[src/rtl/mem_access_stage.sv]
// MEM stage of the RV32I pipeline: issues loads/stores on a req/gnt/rvalid bus,
// lane-aligns store data, extends load data and emits one result beat to MEM/WB.
module mem_access_stage #(
    parameter int DATA_WIDTH     = 32,
    parameter int R_ADRESS_WIDTH = 5
) (
    input  logic                      clk,
    input  logic                      rst_n,
    input  logic                      valid_in,
    output logic                      ready_out,
    input  logic [DATA_WIDTH-1:0]     alu_res_in,
    input  logic [DATA_WIDTH-1:0]     data_mem_d_in,
    input  logic                      load_in,
    input  logic                      store_in,
    input  logic [2:0]                funct3_in,
    input  logic [R_ADRESS_WIDTH-1:0] rd_in,
    input  logic                      reg_write_en_in,
    input  logic [1:0]                write_back_mux_in,
    input  logic [DATA_WIDTH-1:0]     pc_in,
    input  logic [DATA_WIDTH-1:0]     sign_immediate_in,
    output logic                      mem_req,
    output logic                      mem_we,
    output logic [DATA_WIDTH-1:0]     mem_addr,
    output logic [3:0]                mem_be,
    output logic [DATA_WIDTH-1:0]     mem_wdata,
    input  logic                      mem_gnt,
    input  logic                      mem_rvalid,
    input  logic [DATA_WIDTH-1:0]     mem_rdata,
    output logic                      valid_out,
    output logic [DATA_WIDTH-1:0]     read_data_out,
    output logic [DATA_WIDTH-1:0]     alu_res_out,
    output logic [R_ADRESS_WIDTH-1:0] rd_out,
    output logic                      reg_write_en_out,
    output logic [1:0]                write_back_mux_out,
    output logic [DATA_WIDTH-1:0]     pc_out,
    output logic [DATA_WIDTH-1:0]     sign_immediate_out,
    output logic                      mem_fault_out
);
    typedef enum logic [1:0] {IDLE, REQ, WAIT_R} state_t;

    state_t                      state_q, state_d;
    logic [DATA_WIDTH-1:0]       addr_q, wdata_q, pc_q, simm_q;
    logic [2:0]                  funct3_q;
    logic                        load_q, rwe_q;
    logic [R_ADRESS_WIDTH-1:0]   rd_q;
    logic [1:0]                  wbm_q;

    logic                        accept, in_mem, in_fault, capture;
    logic                        res_valid, res_from_in, res_fault;
    logic [DATA_WIDTH-1:0]       res_rdata, load_word, load_ext;
    logic [1:0]                  off_q;

    assign ready_out = (state_q == IDLE);
    assign accept    = valid_in & ready_out;
    assign in_mem    = load_in | store_in;
    assign in_fault  = in_mem & ((funct3_in == 3'b011) | (funct3_in == 3'b110) | (funct3_in == 3'b111) |
                                 ((funct3_in[1:0] == 2'b01) & alu_res_in[0]) |
                                 ((funct3_in[1:0] == 2'b10) & (alu_res_in[1:0] != 2'b00)));
    assign off_q     = addr_q[1:0];
    assign load_word = mem_rdata >> {off_q, 3'b000};

    always_comb begin
        case (funct3_q)
            3'b000:  load_ext = {{24{load_word[7]}}, load_word[7:0]};
            3'b001:  load_ext = {{16{load_word[15]}}, load_word[15:0]};
            3'b100:  load_ext = {24'd0, load_word[7:0]};
            3'b101:  load_ext = {16'd0, load_word[15:0]};
            default: load_ext = load_word;
        endcase
    end

    // Bus outputs are only non-zero while a request is being presented.
    always_comb begin
        mem_req   = 1'b0;
        mem_we    = 1'b0;
        mem_addr  = '0;
        mem_be    = 4'b0000;
        mem_wdata = '0;
        if (state_q == REQ) begin
            mem_req  = 1'b1;
            mem_addr = {addr_q[DATA_WIDTH-1:2], 2'b00};
            if (!load_q) begin
                mem_we = 1'b1;
                case (funct3_q[1:0])
                    2'b00: begin
                        mem_be    = 4'b0001 << off_q;
                        mem_wdata = {4{wdata_q[7:0]}};
                    end
                    2'b01: begin
                        mem_be    = off_q[1] ? 4'b1100 : 4'b0011;
                        mem_wdata = {2{wdata_q[15:0]}};
                    end
                    default: begin
                        mem_be    = 4'b1111;
                        mem_wdata = wdata_q;
                    end
                endcase
            end
        end
    end

    always_comb begin
        state_d     = state_q;
        capture     = 1'b0;
        res_valid   = 1'b0;
        res_from_in = 1'b0;
        res_fault   = 1'b0;
        res_rdata   = '0;
        case (state_q)
            IDLE: if (accept) begin
                capture = 1'b1;
                if (in_mem && !in_fault) begin
                    state_d = REQ;
                end else begin
                    res_valid   = 1'b1;
                    res_from_in = 1'b1;
                    res_fault   = in_fault;
                end
            end
            REQ: if (mem_gnt) begin
                if (load_q) begin
                    state_d = WAIT_R;
                end else begin
                    state_d   = IDLE;
                    res_valid = 1'b1;
                end
            end
            WAIT_R: if (mem_rvalid) begin
                state_d   = IDLE;
                res_valid = 1'b1;
                res_rdata = load_ext;
            end
            default: state_d = IDLE;
        endcase
    end

    always_ff @(posedge clk or negedge rst_n) begin
        if (!rst_n) begin
            state_q            <= IDLE;
            addr_q             <= '0;
            wdata_q            <= '0;
            pc_q               <= '0;
            simm_q             <= '0;
            funct3_q           <= 3'b000;
            load_q             <= 1'b0;
            rwe_q              <= 1'b0;
            rd_q               <= '0;
            wbm_q              <= 2'b00;
            valid_out          <= 1'b0;
            mem_fault_out      <= 1'b0;
            read_data_out      <= '0;
            alu_res_out        <= '0;
            rd_out             <= '0;
            reg_write_en_out   <= 1'b0;
            write_back_mux_out <= 2'b00;
            pc_out             <= '0;
            sign_immediate_out <= '0;
        end else begin
            state_q   <= state_d;
            valid_out <= res_valid;
            if (capture) begin
                addr_q   <= alu_res_in;
                wdata_q  <= data_mem_d_in;
                pc_q     <= pc_in;
                simm_q   <= sign_immediate_in;
                funct3_q <= funct3_in;
                load_q   <= load_in;
                rwe_q    <= reg_write_en_in;
                rd_q     <= rd_in;
                wbm_q    <= write_back_mux_in;
            end
            // Non-memory and faulting ops complete straight from the inputs.
            if (res_valid) begin
                mem_fault_out      <= res_fault;
                read_data_out      <= res_rdata;
                alu_res_out        <= res_from_in ? alu_res_in : addr_q;
                rd_out             <= res_from_in ? rd_in : rd_q;
                reg_write_en_out   <= res_from_in ? (reg_write_en_in & ~in_fault) : rwe_q;
                write_back_mux_out <= res_from_in ? write_back_mux_in : wbm_q;
                pc_out             <= res_from_in ? pc_in : pc_q;
                sign_immediate_out <= res_from_in ? sign_immediate_in : simm_q;
            end
        end
    end
endmodule

[config.mk]
export PLATFORM = sky130hd
export DESIGN_NAME = mem_access_stage
export DESIGN_NICKNAME = d
export VERILOG_FILES = /design/src/rtl/mem_access_stage.sv
export SDC_FILE = /design/constraint.sdc
export NUM_CORES = 1
export LEC_CHECK = 0
export CAP_MARGIN = 10
export CORE_MARGIN = 4
export CORE_UTILIZATION = 35
export CTS_CLUSTER_SIZE = 20
export DETAILED_ROUTE_END_ITERATION = 10
export SLEW_MARGIN = 20
export SYNTH_ARGS = -nofsm -noshare
export SYNTH_HDL_FRONTEND = slang
export SYNTH_SLANG_ARGS = --single-unit
[constraint.sdc]
create_clock -name clk -period 5.2 [get_ports clk]
set_input_delay 1.04 -clock clk [delete_from_list [all_inputs] [get_ports clk]]
set_output_delay 1.04 -clock clk [all_outputs]
set_load 0.01 [all_outputs]
==> impl_metrics.json, run 1 <==
{
  "antenna_found_initial": 7,
  "worstPathRequired_ns": 4.16,
  "ctsLongestPathBuffers": 3,
  "cts_setup_buffers": 0,
  "post_synth_and_or_nand_nor_area_fraction": 0.216,
  "numCtsBuffers": 31,
  "worst_slew_margin_rel": 0.331,
  "syn_inst": 1372,
  "drv_cap": 0,
  "groute.usage.overall": 0.197,
  "post_synth_fa_ha_maj_area_fraction": 0,
  "drcViolationCount": 0,
  "place.port_buffers": 384,
  "status": "completed",
  "die_h_um": 200,
  "floorplan.core_area_um2": 36400,
  "timing.critical_path.max_delay_family": "flip-flops",
  "antenna_left": 0,
  "tritoncts": "built",
  "postSynthRegisterBits": 280,
  "synthToLayoutAreaGrowth_pct": 40.9,
  "max-vdd-ir-drop_mv": 0.240,
  "worstSetupPathType": "flop to primary output",
  "grt_pass1_vias": 10900,
  "cts-hold-fix-buffers": 0,
  "clk_pin_slew_worst_paths_ns": 0.06,
  "fill_cells": 3464,
  "cts.sinks": 280,
  "power.density_nw_per_um2": 432,
  "dp_cells": 2136,
  "cp.buffers_inverters": 1,
  "setup-violations-final": 0,
  "max_freq_mhz": 269,
  "final_cell_count_no_fill": 2199,
  "global_route_wire_length_before_repair_mm": 63.0,
  "drt_iter0_markers": 631,
  "finalClockSkew_ns": 0.00685,
  "grt_setup_unrepaired": "false",
  "avgSynthCellArea_um2": 9.39,
  "final-hold-violation-count": 0,
  "critPathSlowestCell": "dfrtp_1",
  "synth.area.mux_share": 0.112,
  "ys.warnings.count": 0,
  "combinational_family_with_the_most_area_after_synthesis": "simple AND/OR/NAND/NOR gates",
  "critical_path.max_fanout": 17,
  "fraction_of_registers_with_async_set_reset": 1.00,
  "slew_violations": 0,
  "netlist_area_um2": 12900,
  "critical_path.max_stage_delay_ns": 0.74,
  "crit_path_cell_chain": "or2_2 > nand2_1 > a21oi_1 > clkdlybuf4s50_1",
  "io_pins": 387,
  "finalWirelength_mm": 41.5,
  "compound_gate_fraction_of_synth_area": 0.0899,
  "post-dp-hpwl_mm": 27.4,
  "critical_path_arrival_ns": 2.68,
  "yosysSeqAreaShare": 0.544,
  "finalWeightedCongestion": 0.832,
  "drt-vias-per-instance": 4.99,
  "critical_path_endpoint_category": "primary output",
  "wire_per_inst_um": 18.9,
  "clk_root_buffer_cell": "clkbuf_16",
  "period_needed_ns": 3.72,
  "floorplan.initialDensity": 0.354,
  "p_leak_nw": 8.77,
  "tightestPinTransition_ns": 1.00,
  "postSynth.topFlopCell": "dfrtp_1",
  "synthXorXnorAreaFrac": 0,
  "worst_hold_path_type": "flop to flop",
  "floorplan.rows": 70,
  "post-route-period-util": 0.714,
  "critPathLaunchType": "flop",
  "number_of_cells_upsized_or_downsized_after_cts": 0,
  "netlist-cell-type-count": 41,
  "num-nets-final": 1879,
  "htree_levels": 1,
  "die_area_um2": 39900,
  "grt_max_degree": 183,
  "drt_first_pass_iters": 5,
  "chipWidth_um": 200,
  "insertion_delay_ns": 0.56,
  "fin_setup_tns_ns": 0,
  "synth_edf_count": 0,
  "post_route_cells_drive_above_1_share": 0.0499,
  "detailroute.via_count": 11000,
  "grt_overflow_total": 0
}
==> through the flow <==
step | power [mW] | area (um2) | utilization | hold WS [ns] | setup slack (ns)
final | 7.85 | 18200 | 0.498 | 0.471 | 1.48
after global routing | 8.31 | 18200 | 0.498 | 0.489 | 1.33
after CTS | 7.95 | 18100 | 0.498 | 0.476 | 1.05
after detailed placement | 5.61 | 17100 | 0.468 | 0.461 | 1.69
after global placement | 5.57 | 17100 | 0.468 | 0.456 | 1.72
after floorplan | 4.28 | 12900 | - | 0.445 | 2.53
==> cell usage after synthesis, types with 2 or more instances <==
| cell | number | area (um2) |
|---|---|---|
| buf_1 | 8 | 30.0 |
| a211o_1 | 15 | 131 |
| buf_2 | 12 | 60.1 |
| nand2b_1 | 5 | 31.3 |
| mux4_2 | 2 | 45.0 |
| nor2_1 | 38 | 143 |
| o21ai_1 | 68 | 340 |
| and2_1 | 40 | 250 |
| o21ai_0 | 45 | 225 |
| clkbuf_1 | 72 | 270 |
| o2bb2ai_1 | 8 | 70.1 |
| mux2i_1 | 135 | 1350 |
| nor2b_1 | 8 | 50.1 |
| buf_4 | 11 | 82.6 |
| mux2_2 | 4 | 45.0 |
| nand3_1 | 101 | 505 |
| dfrtp_1 | 280 | 7010 |
| a21oi_1 | 31 | 155 |
| inv_1 | 5 | 18.8 |
| nand2_1 | 442 | 1660 |
| a32o_1 | 7 | 70.1 |
| a221o_1 | 8 | 80.1 |
| nand3b_1 | 8 | 60.1 |
| buf_6 | 2 | 22.5 |
==> power breakdown <==
part           total, mW  internal (mW)  switching [mW]
clock network       2.29           1.40           0.890
registers           3.09           2.73           0.361
logic               2.47           1.23            1.24
==> cells by family after synthesis <==
kind of cell    after synthesis
simple gates                651
buf+inv                     110
other cells                   1
flops                       280
mux                         141
compound gates              189
==> path summary, 6_finish.rpt <==
check / slack, ns / start / to / depth (start not counted)
worst max-delay path: 1.48 / funct3_q[0] / mem_wdata[15] / 4
worst min-delay path: 0.47 / pc_q[28] / pc_q[28] / 2
max in group asynchronous: 3.61 / rst_n / rd_out[1] / 2
worst max register to register: 2.57 / addr_q[0] / read_data_out[28] / 5
min in group asynchronous: 0.52 / rst_n / alu_res_out[14] / 1
worst min register to register: 0.47 / pc_q[28] / pc_q[28] / 2
==> cells in the final DEF, fill, tap and decap left out, drive strengths merged, types with 15 or more instances in the layout <==
cell type	n
a211o	15
a21oi	32
and2	40
buf	17
clkbuf	48
clkdlybuf4s50	383
dfrtp	280
mux2i	135
nand2	442
nand3	101
nor2	39
o21ai	113
==> worst reg2reg max path, delay by kind of cell (launching register included) <==
kind / cells / cell delay [ns]
buf+inv: 1 / 0.48
compound gates: 1 / 0.22
simple gates: 1 / 0.71
mux: 2 / 0.72
flops: 1 / 0.43
==> state kept, by name (all words and copies together) (netlist names), 32 cells and up <==
register,count
addr_q,32
alu_res_out,32
pc_out,32
pc_q,32
read_data_out,32
sign_immediate_out,32
simm_q,32
wdata_q,32
==> area by class of cell <==
cell class	instances	area (um2)	share of cell area
clock buffer	48	960	0.0529
timing repair buffer	400	4030	0.222
tap	468	586	0.0323
sequential	280	7010	0.386
inverter	5	18.8	0.00103
clock inverter	7	114	0.00627
antenna	8	20.0	0.00110
multi-input combinational	983	5420	0.299
==> routing by layer <==
metal	track usage	wire (um)	vias to the layer above
met3	0.0544	3380	58
met4	0.0589	1040	0
li1	-	-	5252
met1	0.267	17700	5314
met5	0	0	-
met2	0.311	19400	341
Power figures use the tool's default switching activity.
==> run 2: changes to the inputs <==
==> constraint.sdc (replaced) <==
create_clock -name clk -period 3 [get_ports clk]
set_input_delay 0.6 -clock clk [delete_from_list [all_inputs] [get_ports clk]]
set_output_delay 0.6 -clock clk [all_outputs]
set_load 0.01 [all_outputs]
==> impl_metrics.json, run 2 (same netlist as run 1, synthesis figures left out) <==
{
  "status": "completed",
  "num-nets-final": 1906,
  "groute.usage.overall": 0.199,
  "drcViolationCount": 0,
  "critical_path_endpoint_category": "primary output",
  "pwr-share-seq": 0.391,
  "final_cell_count_no_fill": 2226,
  "htree_levels": 2,
  "final-hold-violation-count": 0,
  "ctsLongestPathBuffers": 3,
  "finish.utilization": 0.507,
  "worstPathRequired_ns": 2.40,
  "period_needed_ns": 2.87,
  "grt_max_degree": 159,
  "cts-hold-fix-buffers": 0,
  "tightestPinTransition_ns": 0.799,
  "post-route-period-util": 0.957,
  "clk_root_buffer_cell": "clkbuf_16",
  "die_area_um2": 39900,
  "power.density_nw_per_um2": 745,
  "layout_commonest_cell": "nand2_1",
  "insertion_delay_ns": 0.51,
  "comb_power_share": 0.316,
  "fin_worst_hold_slack_ns": 0.0154,
  "worst_slew_margin_rel": 0.467,
  "detailroute.via_count": 11100,
  "fin_setup_tns_ns": 0,
  "ff2ff_path_depth": 5,
  "power.internal_mw": 9.35,
  "global_route_wire_length_before_repair_mm": 63.3,
  "critical_path.max_fanout": 15,
  "grt_pass1_vias": 11000,
  "chipWidth_um": 200,
  "drv_cap": 0,
  "multiInputGateArea_um2": 5420,
  "finalClockSkew_ns": 0.0111,
  "relative_contribution_of_the_clock_network_to_total_power": 0.293,
  "grt_overflow_total": 0,
  "max-vdd-ir-drop_mv": 0.331,
  "grt_setup_unrepaired": "false",
  "worst_hold_path_type": "primary input to async pin",
  "place.port_buffers": 384,
  "io_pins": 387,
  "seq_area_um2": 7010,
  "fill_cells": 3396,
  "die_h_um": 200,
  "slew_violations": 0,
  "clk_pin_slew_worst_paths_ns": 0.06,
  "finalWirelength_mm": 41.7,
  "dpl_worst_slack_ns": 0.412,
  "worstSetupPathType": "flop to primary output",
  "top_signal_layer_used": "met5",
  "wl_met1_mm": 17.3,
  "post-layout-total-power_mw": 13.8,
  "most-common-layout-cells": "441 x nand2_1, 383 x clkdlybuf4s50_1, 278 x dfrtp_1",
  "post_route_cells_drive_above_1_share": 0.0645,
  "dp_cells": 2156,
  "power.net_switching_mw": 4.41,
  "met2WireLength_mm": 19.8,
  "drt_first_pass_iters": 5,
  "numCtsBuffers": 35,
  "setup-violations-final": 0,
  "critPathLaunchType": "flop",
  "floorplan.rows": 70,
  "floorplan.initialDensity": 0.354,
  "floorplan.core_area_um2": 36400,
  "cts.sinks": 280,
  "power.share.switching": 0.321,
  "max_freq_mhz": 348,
  "drt_iter0_markers": 559,
  "antenna_found_initial": 7,
  "routed-wl-met3_mm": 3.40,
  "antenna_left": 0,
  "finalWeightedCongestion": 0.839,
  "critical_path_arrival_ns": 2.27,
  "placed_area_um2": 17300,
  "setup_slack_ns": 0.130,
  "synthToLayoutAreaGrowth_pct": 43.4,
  "tritoncts": "built",
  "wire_per_inst_um": 18.7,
  "post-dp-hpwl_mm": 28.5,
  "drt-vias-per-instance": 4.99,
  "finish.instance_area_um2": 18500,
  "p_leak_nw": 8.91
}
==> run 2: changes by cell type in the layout (fill, tap and decap cells not counted), sizes merged <==
| cell | previous run | this run |
|---|---|---|
| buf | 17 | 38 |
| clkinvlp | 0 | 5 |
| diode | 8 | 5 |
| inv | 5 | 8 |
| clkinv | 4 | 2 |
| bufinv | 3 | 1 |
| clkbuf | 48 | 53 |
==> run 2: worst max-delay path: stages, from the launching register on <==
cell and delay (ns):
dfrtp_2 0.45, nor2b_2 0.18, nand2b_2 0.16, buf_12 0.18, clkinvlp_2 0.14, and2_1 0.18, clkdlybuf4s50_1 0.48
==> run 2: power groups by stage <==
stage	sequential [mW]	combinational [mW]	clock, mW
after floorplan	5.49	1.92	0
after global placement	5.42	4.32	0
after detailed placement	5.43	4.38	0
after CTS	5.39	4.39	4.16
after global routing	5.52	4.76	4.32
final	5.38	4.35	4.03
==> run 2: layer usage <==
layer | GRT usage | vias up
met5 | 0 | -
met1 | 0.259 | 5392
met3 | 0.0614 | 64
met4 | 0.0644 | 4
li1 | - | 5324
met2 | 0.319 | 329
==> run 2: layout make-up <==
type | instances | area share
Timing Repair Buffer | 422 | 0.234
Multi-Input combinational cell | 983 | 0.293
Antenna cell | 5 | 0.000677
Timing Repair inverter | 1 | 0.000271
Tap cell | 468 | 0.0317
Clock buffer | 52 | 0.0541
Clock inverter | 10 | 0.00542
Sequential cell | 280 | 0.380
Inverter | 5 | 0.00122
==> run 2: path summary, 6_finish.rpt <==
path,start,endpoint,slack [ns]
max,state_q[0],mem_wdata[1],0.13
min,rst_n,alu_res_out[16],0.02
min in group clk,pc_q[9],pc_q[9],0.47
max in group asynchronous,rst_n,funct3_q[0],2.23
min reg2reg,pc_q[9],pc_q[9],0.47
max reg2reg,state_q[1],pc_out[24],0.94
==> run 2: what timing repair did <==
| action | 4_1_cts | 5_1_grt |
|---|---|---|
| gates cloned | 0 | 2 |
| gates resized for setup | 1 | 6 |
| buffers inserted | 0 | 1 |
| setup endpoints to repair | 8 | 21 |
==> run 3: changes to the inputs <==
--- a/config.mk
+++ b/config.mk
@@ -10,7 +10,7 @@
 export CORE_UTILIZATION = 35
 export CTS_CLUSTER_SIZE = 20
 export DETAILED_ROUTE_END_ITERATION = 10
-export SLEW_MARGIN = 20
+export SLEW_MARGIN = 0
 export SYNTH_ARGS = -nofsm -noshare
 export SYNTH_HDL_FRONTEND = slang
 export SYNTH_SLANG_ARGS = --single-unit
==> results of run 3 <==
Final layout, timing and power as in run 2 (identical DEF).
